`config.mk`:
```
export PLATFORM = sky130hd
export DESIGN_NAME = poly_feeder_flat
export DESIGN_NICKNAME = d
export VERILOG_FILES = /design/src/rtl/poly_feeder_pkg.sv /design/src/rtl/poly_feeder_if.sv /design/src/rtl/poly_feeder_go_pulse_gen.sv /design/src/rtl/poly_feeder.sv /design/src/flat_wrapper.sv
export SDC_FILE = /design/constraint.sdc
export NUM_CORES = 1
export LEC_CHECK = 0
export ABC_CLOCK_PERIOD_IN_PS = 2700
export CAP_MARGIN = 20
export CORE_ASPECT_RATIO = 1.75
export CORE_MARGIN = 2
export CORE_UTILIZATION = 29
export CTS_BUF_LIST = sky130_fd_sc_hd__clkbuf_4 sky130_fd_sc_hd__clkbuf_8
export CTS_CLUSTER_DIAMETER = 40
export DETAILED_ROUTE_END_ITERATION = 16
export GPL_ROUTABILITY_DRIVEN = 0
export PLACE_DENSITY = 0.53
export SLEW_MARGIN = 20
export SYNTH_ARGS = -nofsm -noshare
export SYNTH_HDL_FRONTEND = slang
export SYNTH_SLANG_ARGS = --single-unit
```
`constraint.sdc`:
```
create_clock -name clk -period 2.7 [get_ports clk]
set_input_delay 0.405 -clock clk [delete_from_list [all_inputs] [get_ports clk]]
set_output_delay 0.405 -clock clk [all_outputs]
set_load 0.02 [all_outputs]
```
`src/rtl/poly_feeder_pkg.sv`:
```
// Shared types and constants for the poly_feeder host-side evaluator driver.
// Used by poly_feeder, go_pulse_gen and the poly_feeder_if users.
package poly_feeder_pkg;

    typedef logic [2:0] state_t;

    localparam state_t IDLE     = 3'd0;
    localparam state_t SETUP    = 3'd1;
    localparam state_t PULSE    = 3'd2;
    localparam state_t HOLD     = 3'd3;
    localparam state_t WAIT_RES = 3'd4;
    localparam state_t RESP     = 3'd5;

    typedef logic [1:0] idx_t;

    localparam idx_t IDX_A = 2'd0;
    localparam idx_t IDX_B = 2'd1;
    localparam idx_t IDX_C = 2'd2;
    localparam idx_t IDX_X = 2'd3;

    localparam logic [7:0] TIMEOUT_DATA = 8'hFF;

    typedef struct packed {
        logic [7:0] a;
        logic [7:0] b;
        logic [7:0] c;
        logic [7:0] x;
    } req_t;

    function automatic logic [7:0] sel_coef(input req_t r, input idx_t i);
        case (i)
            IDX_A:   return r.a;
            IDX_B:   return r.b;
            IDX_C:   return r.c;
            default: return r.x;
        endcase
    endfunction

endpackage

```
`src/rtl/poly_feeder_if.sv`:
```
// Request, evaluator-side and response signals of poly_feeder.
// master = the feeder itself; slave = host plus evaluator side.
interface poly_feeder_if;
    logic       req_valid;
    logic       req_ready;
    logic [7:0] req_a;
    logic [7:0] req_b;
    logic [7:0] req_c;
    logic [7:0] req_x;
    logic       go;
    logic [7:0] data_out;
    logic       result_valid;
    logic [7:0] data_result;
    logic       resp_valid;
    logic       resp_ready;
    logic [7:0] resp_data;
    logic       resp_err;

    modport master (
        input  req_valid, req_a, req_b, req_c, req_x,
        input  result_valid, data_result, resp_ready,
        output req_ready, go, data_out, resp_valid, resp_data, resp_err
    );

    modport slave (
        output req_valid, req_a, req_b, req_c, req_x,
        output result_valid, data_result, resp_ready,
        input  req_ready, go, data_out, resp_valid, resp_data, resp_err
    );
endinterface

```
`src/rtl/poly_feeder_go_pulse_gen.sv`:
```
// go_pulse_gen: one byte transfer = SETUP (1) + PULSE (GO_HIGH_CYCLES) + HOLD (1).
// A start seen during HOLD chains straight into the next SETUP.
module go_pulse_gen
    import poly_feeder_pkg::*;
#(
    parameter int GO_HIGH_CYCLES = 2
) (
    input  logic       clk,
    input  logic       resetn,
    input  logic       start,
    input  logic [7:0] byte_in,
    output logic       go,
    output logic [7:0] data_out,
    output logic       done
);

    localparam int CW = (GO_HIGH_CYCLES > 1) ? $clog2(GO_HIGH_CYCLES) : 1;
    localparam logic [CW-1:0] CNT_LAST = CW'(GO_HIGH_CYCLES - 1);

    state_t        phase;
    logic [CW-1:0] cnt;
    logic [7:0]    data_q;

    // NOTE: non-blocking (<=) for every flop so all registers update from pre-edge values.
    always_ff @(posedge clk) begin
        if (!resetn) begin
            phase  <= IDLE;
            cnt    <= '0;
            data_q <= 8'h00;
        end else begin
            case (phase)
                IDLE, HOLD: begin
                    if (start) begin
                        data_q <= byte_in;
                        phase  <= SETUP;
                    end else begin
                        phase  <= IDLE;
                    end
                end
                SETUP: begin
                    cnt   <= '0;
                    phase <= PULSE;
                end
                PULSE: begin
                    if (cnt == CNT_LAST) phase <= HOLD;
                    else                 cnt   <= cnt + CW'(1);
                end
                default: phase <= IDLE;
            endcase
        end
    end

    // data_out stays on data_q through HOLD: the evaluator still loads in the go-fall cycle.
    assign go       = (phase == PULSE);
    assign data_out = data_q;
    assign done     = (phase == HOLD);

endmodule

```
`src/rtl/poly_feeder.sv`:
```
// poly_feeder: serializes {A,B,C,X} to the quadratic evaluator and returns its result.
// Optional result-wait timeout: define POLY_FEEDER_TIMEOUT_EN.
module poly_feeder
    import poly_feeder_pkg::*;
#(
    parameter int GO_HIGH_CYCLES = 2,
    parameter int TIMEOUT_CYCLES = 64
) (
    input  logic         clk,
    input  logic         resetn,
    poly_feeder_if.master bus,
    output logic         primed
);

    state_t     state;
    idx_t       idx;
    req_t       req_q;
    logic       awake;
    logic       accept;
    logic       resp_valid_q;
    logic [7:0] resp_data_q;
    logic       gen_start;
    logic       gen_done;
    logic [7:0] gen_byte;

`ifdef POLY_FEEDER_TIMEOUT_EN
    localparam int TCW = (TIMEOUT_CYCLES > 1) ? $clog2(TIMEOUT_CYCLES) : 1;
    localparam logic [TCW-1:0] T_LAST = TCW'(TIMEOUT_CYCLES - 1);
    logic [TCW-1:0] tcnt;
    logic           resp_err_q;
`endif

    // awake keeps req_ready low during the reset cycle itself.
    assign bus.req_ready = awake && (state == IDLE);
    assign accept        = bus.req_valid && bus.req_ready;

    // The top stays in SETUP while go_pulse_gen runs the per-byte SETUP/PULSE/HOLD.
    // NOTE: every always_comb output gets a default first so no path infers a latch.
    always_comb begin
        gen_byte  = bus.req_a;
        gen_start = 1'b0;
        if (state == IDLE) begin
            gen_start = accept;
        end else if (state == SETUP) begin
            gen_byte  = sel_coef(req_q, idx_t'(idx + 2'd1));
            gen_start = gen_done && (idx != IDX_X);
        end
    end

    go_pulse_gen #(
        .GO_HIGH_CYCLES(GO_HIGH_CYCLES)
    ) u_go_pulse_gen (
        .clk     (clk),
        .resetn  (resetn),
        .start   (gen_start),
        .byte_in (gen_byte),
        .go      (bus.go),
        .data_out(bus.data_out),
        .done    (gen_done)
    );

    always_ff @(posedge clk) begin
        if (!resetn) begin
            state        <= IDLE;
            idx          <= IDX_A;
            req_q        <= '0;
            awake        <= 1'b0;
            resp_valid_q <= 1'b0;
            resp_data_q  <= 8'h00;
            primed       <= 1'b0;
`ifdef POLY_FEEDER_TIMEOUT_EN
            tcnt         <= '0;
            resp_err_q   <= 1'b0;
`endif
        end else begin
            awake <= 1'b1;
            case (state)
                IDLE: begin
                    if (accept) begin
                        req_q <= '{a: bus.req_a, b: bus.req_b, c: bus.req_c, x: bus.req_x};
                        idx   <= IDX_A;
                        state <= SETUP;
                    end
                end
                SETUP: begin
                    if (gen_done) begin
                        if (idx == IDX_X) begin
                            state <= WAIT_RES;
`ifdef POLY_FEEDER_TIMEOUT_EN
                            tcnt  <= '0;
`endif
                        end else begin
                            idx <= idx + 2'd1;
                        end
                    end
                end
                WAIT_RES: begin
                    // result_valid is only honoured here; it stays high while the evaluator is parked.
                    if (bus.result_valid) begin
                        resp_data_q  <= bus.data_result;
                        resp_valid_q <= 1'b1;
                        primed       <= 1'b1;
                        state        <= RESP;
`ifdef POLY_FEEDER_TIMEOUT_EN
                        resp_err_q   <= 1'b0;
                    end else if (tcnt == T_LAST) begin
                        resp_data_q  <= TIMEOUT_DATA;
                        resp_err_q   <= 1'b1;
                        resp_valid_q <= 1'b1;
                        primed       <= 1'b0;
                        state        <= RESP;
                    end else begin
                        tcnt <= tcnt + TCW'(1);
`endif
                    end
                end
                RESP: begin
                    if (bus.resp_ready) begin
                        resp_valid_q <= 1'b0;
                        state        <= IDLE;
                    end
                end
                default: state <= IDLE;
            endcase
        end
    end

    assign bus.resp_valid = resp_valid_q;
    assign bus.resp_data  = resp_data_q;
`ifdef POLY_FEEDER_TIMEOUT_EN
    assign bus.resp_err   = resp_err_q;
`else
    assign bus.resp_err   = 1'b0;
`endif

endmodule

```
`src/flat_wrapper.sv`:
```
// flat-port wrapper written by rule: the top's interface ports become plain ports
module poly_feeder_flat import poly_feeder_pkg::*;
#(
    parameter int GO_HIGH_CYCLES = 2,
    parameter int TIMEOUT_CYCLES = 64
)
  (clk, resetn, primed, bus_req_valid, bus_req_a, bus_req_b, bus_req_c, bus_req_x, bus_result_valid, bus_data_result, bus_resp_ready, bus_req_ready, bus_go, bus_data_out, bus_resp_valid, bus_resp_data, bus_resp_err);
  poly_feeder_if bus_i ();
  input  logic clk;
  input  logic resetn;
  output logic primed;
  input wire logic [$bits(bus_i.req_valid)-1:0] bus_req_valid;
  input wire logic [$bits(bus_i.req_a)-1:0] bus_req_a;
  input wire logic [$bits(bus_i.req_b)-1:0] bus_req_b;
  input wire logic [$bits(bus_i.req_c)-1:0] bus_req_c;
  input wire logic [$bits(bus_i.req_x)-1:0] bus_req_x;
  input wire logic [$bits(bus_i.result_valid)-1:0] bus_result_valid;
  input wire logic [$bits(bus_i.data_result)-1:0] bus_data_result;
  input wire logic [$bits(bus_i.resp_ready)-1:0] bus_resp_ready;
  output wire logic [$bits(bus_i.req_ready)-1:0] bus_req_ready;
  output wire logic [$bits(bus_i.go)-1:0] bus_go;
  output wire logic [$bits(bus_i.data_out)-1:0] bus_data_out;
  output wire logic [$bits(bus_i.resp_valid)-1:0] bus_resp_valid;
  output wire logic [$bits(bus_i.resp_data)-1:0] bus_resp_data;
  output wire logic [$bits(bus_i.resp_err)-1:0] bus_resp_err;
  assign bus_i.req_valid = bus_req_valid;
  assign bus_i.req_a = bus_req_a;
  assign bus_i.req_b = bus_req_b;
  assign bus_i.req_c = bus_req_c;
  assign bus_i.req_x = bus_req_x;
  assign bus_i.result_valid = bus_result_valid;
  assign bus_i.data_result = bus_data_result;
  assign bus_i.resp_ready = bus_resp_ready;
  assign bus_req_ready = bus_i.req_ready;
  assign bus_go = bus_i.go;
  assign bus_data_out = bus_i.data_out;
  assign bus_resp_valid = bus_i.resp_valid;
  assign bus_resp_data = bus_i.resp_data;
  assign bus_resp_err = bus_i.resp_err;
  poly_feeder #(.GO_HIGH_CYCLES(GO_HIGH_CYCLES), .TIMEOUT_CYCLES(TIMEOUT_CYCLES)) u_core (.clk(clk), .resetn(resetn), .bus(bus_i), .primed(primed));
endmodule
```
==> metrics.csv, run 1 <==
stage,metric,value,unit
worst_setup_path,r2r startpoint,u_core.state[2],
clock_tree,CTS HTree Levels,3,
timing,Hold Slack,0.455,ns
worst_setup_path,R2R setup slack,0.71,ns
pwr,Combinational Power Share,0.333,
finish,Syn-to-layout area delta,33.7,%
finish,Final Util,0.392,
pwr,Pleak,1.28,nW
logic_synthesis,"Cell Area, Synth",2740,um2
clock_tree,clk_lat worst skew,0.34,ns
route,ANT nets after route,0,
route,vias per inst,4.74,
logic_synthesis,Synth Instances,323,
timing,final setup fails,0,
logic_synthesis,post-synthesis sequential area ratio,0.424,
finish,ant diodes,0,
pwr,clock power share,0.288,
logic_synthesis,Synth area leaders,"dfxtp_1 (42%), nand2_1 (11%), a21boi_0 (6.0%)",
timing,Tightest Pin Transition,0.627,ns
logic_synthesis,"Distinct cells, synth",35,
finish,"Design Area, Final",3660,um2
finish,layout cells sized above 1,0.0836,
place,pre-CTS setup slack,0.532,ns
worst_setup_path,Startpoint Class,register,
floorplanning,# IOs,66,
timing,Max-Slew Margin vs Limit,0.582,
route,drt initial violations,136,
logic_synthesis,post-synthesis mux area share,0.0183,
logic_synthesis,Yosys top cell by area,dfxtp_1,
global_route,first-pass GRT wire length,12000,um
logic_synthesis,YS warnings,0,
run_status,status,completed,
clock_tree,CTS tree,yes,
worst_setup_path,reg-to-reg endpoint,u_core.u_go_pulse_gen.data_out[4],
place,port bufs,64,
place,area post-placement,3460,um2
floorplanning,die area,10300,um2
finish,fin nets,435,
logic_synthesis,syn_nets,380,
global_route,GRT Util Overall,0.151,
logic_synthesis,XOR/XNOR Fraction of Synth Area,0,
worst_setup_path,cell count of the worst reg-to-reg path,6,
floorplanning,Die X,77.5,um
pwr,Net Sw Frac,0.338,
worst_setup_path,Worst Path Required,2.30,ns
global_route,largest net degree at the start of global routing,34,
worst_setup_path,crit path kind,reg2out,
timing,clock skew,0.00656,ns
worst_setup_path,endpoint class of the critical path,primary output,
logic_synthesis,Synth top area share,0.424,
clock_tree,Max Root-Sink Buffers,2,
clock_tree,clock transition at the registers of the reported paths,0.07,ns
timing,crit share post-route,0.823,
worst_setup_path,CP max FO,8,
logic_synthesis,"FF+latch count, synth",58,
min_path,hold endpoint,u_core.req_q[1],
route,wire length per cell,14.7,um
route,Post-Route WL,7430,um
min_path,hold path cells,2,
clock_tree,clock sinks,58,
clock_tree,hold_buf cts,0,
logic_synthesis,simple-gate share of the synthesized area,0.160,
clock_tree,CTS Buf Count,9,
logic_synthesis,Synth Area in Adders,0.0548,
finish,Layout fillers,983,
route,first drt pass iteration count,4,
route,DRC Markers,0,
pwr,Power Dens Cells,770,nW/um2
min_path,Hold Startpoint,u_core.req_q[1],
clock_tree,CTS resizes,0,
global_route,vias in the first global route,2358,
floorplanning,CORE AREA,9350,um2
logic_synthesis,complex-gate fraction of the synthesized area,0.258,
logic_synthesis,combinational family with the most area after synthesis,compound AO/OA/AOI/OAI gates,
logic_synthesis,synthesized area per cell,8.48,um2
timing,fin. max-slew vios,0,
route,via count,2393,
worst_setup_path,Worst EP arrival,1.82,ns
timing,"Hold Violations, Final",0,
clock_tree,post-CTS setup buffers,0,
pwr,Psw,955,uW
job,max-cap violation count,0,
floorplanning,site row count,47,
timing,FMAX,0.450,GHz
global_route,initial antenna violation count,0,
timing,worst setup margin,0.478,ns
timing,Tmin final,2.22,ns
floorplanning,DIE HEIGHT,133,um
timing,setup_tns,0,ns
min_path,Hold WC Path Type,reg2reg,
pwr,Pint,1.87,mW
place,HPWL Detailed,5410,um
floorplanning,Initial Utilization,0.293,
global_route,gr ovfl total,0,
timing,RSZ-0062 raised after global routing,no,
pwr,Peak VDD IR,0.000420,V
pwr,Reg power frac,0.379,
clock_tree,clk root buf,clkbuf_8,
==> power by group through the flow <==
| stage | logic (mW) | registers (mW) | clock network [mW] |
|---|---|---|---|
| floorplan | 0.593 | 1.12 | 0 |
| global placement | 0.936 | 1.08 | 0 |
| detailed placement | 0.948 | 1.09 | 0 |
| CTS | 0.949 | 1.07 | 0.832 |
| global route | 1.04 | 1.09 | 0.865 |
| finish | 0.939 | 1.07 | 0.812 |
==> kinds of logic after synthesis <==
family,after synthesis
DFF,58
muxes,5
and+or+nand+nor,104
buffers and inverters,52
adders and majority gates,12
AOI/OAI and AO/OA,91
other,1
==> flip-flops by register name, indices dropped and copies added (netlist names) <==
register,flops
u_core.state,2
u_core.bus.resp_valid,1
u_core.idx,2
u_core.req_q,32
u_core.u_go_pulse_gen.cnt,1
u_core.u_go_pulse_gen.phase,2
u_core.u_go_pulse_gen.data_out,8
u_core.primed,1
u_core.awake,1
u_core.bus.resp_data,8
==> final cells by class <==
class,count,area [um2],share of cell area
Sequential cell,58,1160,0.317
Clock buffer,15,200,0.0546
Clock inverter,1,5.00,0.00137
Inverter,26,97.6,0.0266
Tap cell,122,153,0.0417
Timing Repair Buffer,70,698,0.191
Multi-Input combinational cell,213,1350,0.368
==> worst max path at each step <==
stage | startpoint | end | slack (ns) | cells past startpoint
global placement | bus_req_valid | u_core.u_go_pulse_gen.data_out[4] | 0.58 | 5
global route | u_core.state[0] | bus_req_ready | 0.39 | 4
floorplan | u_core.state[0] | u_core.u_go_pulse_gen.data_out[0] | 1.05 | 7
finish | u_core.state[2] | bus_req_ready | 0.48 | 4
CTS | u_core.state[2] | bus_req_ready | 0.46 | 4
detailed placement | bus_req_valid | u_core.u_go_pulse_gen.data_out[4] | 0.53 | 5
==> metrics by stage <==
stage,total power [mW],std cells
after floorplan,1.72,323
after global placement,2.02,489
after detailed placement,2.04,489
after CTS,2.85,505
after global routing,2.99,505
final,2.82,505
==> worst max-delay path, stage by stage (launching register included) <==
cell and delay [ns]:
dfxtp_1 0.36, inv_1 0.09, ha_1 0.25, and2_1 0.17, clkdlybuf4s50_1 0.60
==> per-layer routing <==
metal / track usage / up-vias / routed length, um / part of all wire
met5: 0 / - / 0 / 0
met4: 0.0655 / 0 / 136 / 0.018
met3: 0.0334 / 9 / 230 / 0.031
met2: 0.271 / 44 / 3980 / 0.54
met1: 0.168 / 1127 / 3080 / 0.41
li1: - / 1213 / - / -
==> cell usage after synthesis <==
cell and count:
clkbuf_2 1, a22oi_1 8, and2_1 1, clkinv_1 1, a21boi_0 22, nand2b_1 2, o31ai_1 1, a221oi_2 8
buf_1 2, or2b_1 1, a2111oi_2 1, a21o_1 1, buf_4 1, nor2b_1 3, a21oi_1 31, dfxtp_1 58
inv_1 25, clkbuf_1 9, conb_1 1, or2_2 1, nor2_1 1, o211a_1 1, buf_2 11, a32oi_1 1
ha_1 12, a221oi_1 8, and3_1 1, nand3_1 11, a221o_1 8, nand3b_1 1, mux2i_1 5, o211ai_1 1
buf_6 2, nand2_1 81, nand4bb_1 1
==> placed cells by master, fill, tap and decap left out <==
master | synthesis | final
a221o_1 | 8 | 8
and2_1 | 1 | 1
mux2i_1 | 5 | 5
inv_1 | 25 | 25
nor2b_1 | 3 | 3
clkdlybuf4s50_1 | 0 | 64
o211a_1 | 1 | 1
a32oi_1 | 1 | 1
nor2_1 | 1 | 1
or2_2 | 1 | 1
a21o_1 | 1 | 1
nand2_1 | 81 | 81
and3_1 | 1 | 1
a21boi_0 | 22 | 22
a22oi_1 | 8 | 8
clkinv_1 | 1 | 1
clkbuf_4 | 0 | 1
clkbuf_8 | 0 | 14
a21oi_1 | 31 | 31
or2b_1 | 1 | 1
nand4bb_1 | 1 | 1
buf_12 | 0 | 1
conb_1 | 1 | 1
nand2b_1 | 2 | 2
clkinv_2 | 0 | 1
dfxtp_1 | 58 | 58
nand3b_1 | 1 | 1
ha_1 | 12 | 12
nand3_1 | 11 | 11
a2111oi_2 | 1 | 1
buf_4 | 1 | 5
a221oi_2 | 8 | 8
o31ai_1 | 1 | 1
a221oi_1 | 8 | 8
o211ai_1 | 1 | 1
(Power assumes the default switching activity.)
==> run 2, diff against run 1 <==
Settings changed: ABC_CLOCK_PERIOD_IN_PS 2700 to 2150.
Clock period 2.7 ns to 2.15 ns, I/O delays scaled along.
==> run 2 against run 1 <==
Count of clock-buffer cells in the layout decreased by 3. Design area increased by 2.1%. Largest power group unchanged. Largest cell class unchanged. First-iteration DRC count increased by 16%. Combinational power increased by 30%. Worst hold slack improved by 0.0017 ns. Clock skew increased by 0.0047 ns. Via count increased by 1.3%. Non-clock buffer count increased by 6. Power increased by 33%. Sequential power increased by 25%.
==> metrics.csv, run 2 (synthesized netlist as in run 1, its figures left out) <==
stage,metric,value,unit
worst_setup_path,CP max-delay cell,a221oi_1,
worst_setup_path,CP max FO,16,
timing,setup_tns,0,ns
global_route,largest net degree at the start of global routing,33,
finish,layout cells sized above 1,0.0977,
finish,"most common cell after layout, fill and taps aside",nand2_1,
place,pre-CTS setup slack,0.206,ns
timing,final setup fails,0,
clock_tree,CTS HTree Levels,3,
clock_tree,CTS Buf Count,9,
global_route,GRT Util Overall,0.153,
min_path,Hold WC Path Type,reg2reg,
pwr,Pint,2.53,mW
run_status,status,completed,
timing,FMAX,0.520,GHz
route,metal3 WL,255,um
worst_setup_path,Worst EP arrival,2.13,ns
pwr,Net Sw Frac,0.324,
worst_setup_path,endpoint class of the critical path,register,
floorplanning,site row count,47,
finish,Final Util,0.400,
timing,worst setup margin,0.225,ns
worst_setup_path,CP bufs+invs,1,
finish,fin nets,441,
pwr,Peak VDD IR,0.000403,V
route,drt initial violations,158,
finish,Biggest register,u_core.req_q,
clock_tree,CTS tree,yes,
place,HPWL Detailed,5580,um
worst_setup_path,Worst Path Required,2.36,ns
worst_setup_path,CP max stage delay,0.47,ns
timing,clock skew,0.0112,ns
worst_setup_path,crit path kind,reg2reg,
route,ANT nets after route,0,
clock_tree,Max Root-Sink Buffers,2,
route,met2 routed WL,4080,um
pwr,clock power share,0.316,
route,wire length per cell,14.6,um
timing,crit share post-route,0.895,
timing,Tmin final,1.92,ns
clock_tree,clock sinks,58,
clock_tree,hold_buf cts,0,
floorplanning,Die X,77.5,um
clock_tree,clk_lat worst skew,0.34,ns
pwr,total power,3.75,mW
worst_setup_path,crit-path cells,inv_1 > ha_1 > nand2b_1 > a221oi_1 > a221oi_2,
route,DRC Markers,0,
clock_tree,clock transition at the registers of the reported paths,0.07,ns
route,vias per inst,4.74,
global_route,vias in the first global route,2373,
timing,"Hold Violations, Final",0,
route,Max Used Layer,met4,
job,max-cap violation count,0,
floorplanning,die area,10300,um2
pwr,Power Dens Cells,1000,nW/um2
timing,RSZ-0062 raised after global routing,no,
global_route,first-pass GRT wire length,12100,um
timing,Hold Slack,0.457,ns
finish,Layout fillers,942,
timing,Max-Slew Margin vs Limit,0.580,
timing,Tightest Pin Transition,0.630,ns
finish,Syn-to-layout area delta,36.5,%
pwr,Reg power frac,0.358,
finish,max FFs per register,32,
finish,ant diodes,0,
worst_setup_path,kind of cell adding the most delay to the critical path,compound AO/OA/AOI/OAI gates,
clock_tree,clk root buf,clkbuf_8,
route,via count,2423,
pwr,Psw,1.21,mW
route,DRT met1 WL,2930,um
route,first drt pass iteration count,4,
route,Post-Route WL,7470,um
global_route,initial antenna violation count,0,
worst_setup_path,Startpoint Class,register,
place,port bufs,64,
pwr,Combinational Power Share,0.326,
timing,fin. max-slew vios,0,
floorplanning,DIE HEIGHT,133,um
floorplanning,CORE AREA,9350,um2
finish,most frequent cells in the layout,"nand2_1 (81), clkdlybuf4s50_1 (63), dfxtp_1 (58)",
global_route,gr ovfl total,0,
floorplanning,# IOs,66,
floorplanning,Initial Utilization,0.293,
pwr,Pleak,1.31,nW
## run 2: changes by cell type in the layout (fill, tap and decap cells not counted), sizes merged
cell           change
dlygate4sd2        +1
clkbuf             -3
clkdlybuf4s50      -1
buf                +6
clkinvlp           +1
bufinv             +2
## run 2: worst reg2reg max path, stage by stage, from the launching register on
cell and delay [ns]:
dfxtp_1 0.41, inv_1 0.09, ha_1 0.28, nand2b_1 0.44
a221oi_1 0.47, a221oi_2 0.11
## run 2: worst paths after layout
path	start	end	slack (ns)	depth (start not counted)
max	u_core.state[0]	u_core.u_go_pulse_gen.data_out[6]	0.23	5
min	u_core.bus.resp_data[6]	u_core.bus.resp_data[6]	0.46	2
min reg2reg	u_core.bus.resp_data[6]	u_core.bus.resp_data[6]	0.46	2
max reg2reg	u_core.state[0]	u_core.u_go_pulse_gen.data_out[6]	0.23	5
## run 2: what timing repair did
item | in CTS | in global routing
endpoints found under the setup margin | 1 | 0
gates resized for setup | 1 | 0
buffers inserted | 0 | 0
## run 2: cell type report
class,count,area (um2),share of cell area
inverter,26,97.6,0.0261
timing repair buffer,76,742,0.198
clock inverter,4,72.6,0.0194
tap,122,153,0.0408
clock buffer,12,165,0.0441
multi-input combinational,213,1350,0.361
sequential,58,1160,0.310
## run 2: per-stage QoR
step	cell area [um2]	instances
floorplan	2740	323
global placement	3500	495
detailed placement	3500	495
CTS	3740	511
global route	3740	511
finish	3740	511
## run 2: power by group through the flow
stage          logic (mW)  clock network (mW)  registers [mW]
2_1_floorplan       0.745                   0            1.41
3_3_place_gp         1.23                   0            1.36
3_5_place_dp         1.24                   0            1.37
4_1_cts              1.23                1.22            1.34
5_1_grt              1.34                1.27            1.36
6_report             1.22                1.18            1.34
## run 2: per-layer routing
metal,GRT usage,up-vias
li1,-,1226
met1,0.164,1132
met2,0.274,52
met3,0.0348,13
met4,0.0804,0
met5,0,-
==> run 3, diff against run 2 <==
--- a/config.mk
+++ b/config.mk
@@ -7,2 +7,3 @@
 export LEC_CHECK = 0
+export ABC_AREA = 1
 export ABC_CLOCK_PERIOD_IN_PS = 2150
@@ -16,3 +17,3 @@
 export GPL_ROUTABILITY_DRIVEN = 0
-export PLACE_DENSITY = 0.53
+export PLACE_DENSITY = 0.54
 export SLEW_MARGIN = 20
==> constraint.sdc (replaced) <==
create_clock -name clk -period 2.15 [get_ports clk]
set_input_delay 0.215 -clock clk [delete_from_list [all_inputs] [get_ports clk]]
set_output_delay 0.215 -clock clk [all_outputs]
set_load 0.02 [all_outputs]
==> run 3 against run 2 <==
First-iteration DRC count fell by 31%. Final cell count grew 15%. Combinational power grew 18%. Worst hold slack worse by 0.011 ns. Routed wire length decreased by 7.4%. Die area shrank 0.13%. Power is 2.0% higher. Critical endpoint is now bus_go. Largest cell class unchanged.
==> metrics.csv, run 3 <==
stage,metric,value,unit
floorplanning,CORE AREA,9090,um2
logic_synthesis,syn_nets,460,
clock_tree,clock sinks,58,
place,port bufs,64,
pwr,Power Dens Cells,1040,nW/um2
timing,FMAX,0.571,GHz
logic_synthesis,Post-synth EDFFs,0,
worst_setup_path,Worst Path Required,1.93,ns
timing,Tmin final,1.75,ns
logic_synthesis,synthesized area per cell,6.79,um2
finish,ant diodes,0,
finish,"Design Area, Final",3670,um2
logic_synthesis,Synth top area share,0.424,
clock_tree,clk_lat worst skew,0.35,ns
route,drt initial violations,109,
logic_synthesis,synth cell count leaders,"nand2_1 (125), nor2_1 (62), dfxtp_1 (58)",
logic_synthesis,YS warnings,0,
finish,most frequent cells in the layout,"nand2_1 (125), clkdlybuf4s50_1 (63), nor2_1 (62)",
global_route,busiest grt layer,met2,
logic_synthesis,ys flop type,dfxtp_1,
floorplanning,Die X,77.4,um
timing,RSZ-0062 raised after global routing,no,
timing,clock skew,0.00901,ns
logic_synthesis,Yosys top cell by area,dfxtp_1,
worst_setup_path,endpoint class of the critical path,primary output,
logic_synthesis,post-synthesis sequential area ratio,0.424,
finish,Reg area,1160,um2
pwr,Peak VDD IR,0.000360,V
global_route,vias in the first global route,2476,
finish,layout cells sized above 1,0.0558,
logic_synthesis,Synth area leaders,"dfxtp_1 (42%), nand2_1 (17%), nor2_1 (8.5%)",
route,via count,2589,
logic_synthesis,"Cell Area, Synth",2740,um2
global_route,met2 usage,0.268,
logic_synthesis,Async SR Flop Fraction,0,
floorplanning,die area,10300,um2
logic_synthesis,"Distinct cells, synth",19,
finish,"most common cell after layout, fill and taps aside",nand2_1,
worst_setup_path,crit path kind,reg2out,
floorplanning,# IOs,66,
finish,Syn-to-layout area delta,34.0,%
route,first drt pass iteration count,4,
global_route,met3 global-route usage,0.0416,
logic_synthesis,"FF+latch count, synth",58,
finish,area of the multi-input gates,1370,um2
clock_tree,CTS Buf Count,9,
clock_tree,post-CTS setup buffers,0,
clock_tree,CTS HTree Levels,3,
min_path,Hold WC Path Type,in2reg,
floorplanning,DIE HEIGHT,133,um
worst_setup_path,CP max FO,4,
place,HPWL Detailed,5020,um
route,Post-Route WL,6920,um
global_route,initial antenna violation count,0,
global_route,largest net degree at the start of global routing,36,
route,DRC Markers,0,
finish,fin nets,518,
timing,fin. max-slew vios,0,
place,area post-placement,3460,um2
floorplanning,site row count,46,
job,max-cap violation count,0,
pwr,Pleak,1.59,nW
global_route,gr ovfl total,0,
clock_tree,clock transition at the registers of the reported paths,0.07,ns
timing,crit share post-route,0.814,
route,vias per inst,4.42,
logic_synthesis,most frequent cell after synthesis,nand2_1,
worst_setup_path,Startpoint Class,register,
timing,setup_tns,0,ns
global_route,GRT met1 Usage,0.150,
floorplanning,Initial Utilization,0.301,
clock_tree,Max Root-Sink Buffers,2,
clock_tree,clk root buf,clkbuf_8,
worst_setup_path,Worst EP arrival,1.54,ns
timing,final setup fails,0,
timing,Hold Slack,0.446,ns
route,ANT nets after route,0,
route,wire length per cell,11.8,um
finish,Biggest register,u_core.req_q,
timing,"Hold Violations, Final",0,
logic_synthesis,Synth Instances,403,
clock_tree,CTS tree,yes,
finish,Layout fillers,1033,
finish,max FFs per register,32,
global_route,GRT Util Overall,0.145,
global_route,first-pass GRT wire length,11600,um
run_status,status,completed,
## run 3: cell count changes after synthesis, moves of 19 or more
cell	previous run	this run
nand2_1	81	125
nor2_1	1	62
nand3_1	11	35
o21ai_0	0	19
a21boi_0	22	0
## run 3: final timing paths
kind	slack (ns)	from	endpoint	depth (start not counted)
worst max-delay path	0.40	u_core.u_go_pulse_gen.phase[1]	bus_go	2
worst min-delay path	0.45	bus_req_b[6]	u_core.req_q[22]	3
worst max register to register	0.49	u_core.idx[0]	u_core.u_go_pulse_gen.data_out[0]	8
worst min register to register	0.46	u_core.u_go_pulse_gen.cnt	u_core.u_go_pulse_gen.cnt	2
## run 3: critical path, cell delays in order (launching register included)
cell and delay, ns:
dfxtp_1 0.36, ha_1 0.21, clkdlybuf4s50_1 0.62
## run 3: logic make-up after synthesis
| family | Yosys count | share of synthesized area |
|---|---|---|
| and+or+nand+nor | 226 | 0.338 |
| AOI/OAI and AO/OA | 58 | 0.106 |
| DFF | 58 | 0.424 |
| buffers and inverters | 48 | 0.0755 |
| adders and majority gates | 12 | 0.0549 |
| other | 1 | 0.00137 |
## run 3: layout make-up
type	instances	share of cell area
timing repair buffer	69	0.186
sequential	58	0.317
tap	120	0.0410
multi-input combinational	297	0.374
inverter	26	0.0266
clock buffer	15	0.0546
clock inverter	1	0.00137
## run 3: power by group
group / total, mW / internal (mW) / leakage, nW / switching (mW)
Sequential: 1.38 / 1.27 / 0.474 / 0.109
Clock: 0.997 / 0.587 / 0.109 / 0.410
Combinational: 1.44 / 0.580 / 1.01 / 0.863
Total: 3.82 / 2.44 / 1.59 / 1.38
## run 3: layer usage
layer	vias to the layer above	share of wire	wire length (um)
met5	-	0	0
met2	47	0.53	3650
li1	1384	-	-
met1	1148	0.41	2870
met4	0	0.019	132
met3	10	0.039	271
## run 3: stage by stage
stage / power (mW) / util / cells / setup slack [ns]
final: 3.82 / 0.403 / 586 / 0.399
after global routing: 4.15 / 0.403 / 586 / 0.290
after CTS: 3.88 / 0.403 / 586 / 0.0454
after detailed placement: 2.87 / 0.380 / 570 / 0.371
after global placement: 2.85 / 0.380 / 570 / 0.394
after floorplan: 2.42 / - / 403 / 0.716
## run 3: repair_timing
action	CTS	global route
setup endpoints to repair	1	1
pin swaps	0	0
hold buffers	0	0
resized for setup	1	1
endpoints found under the hold margin	0	0
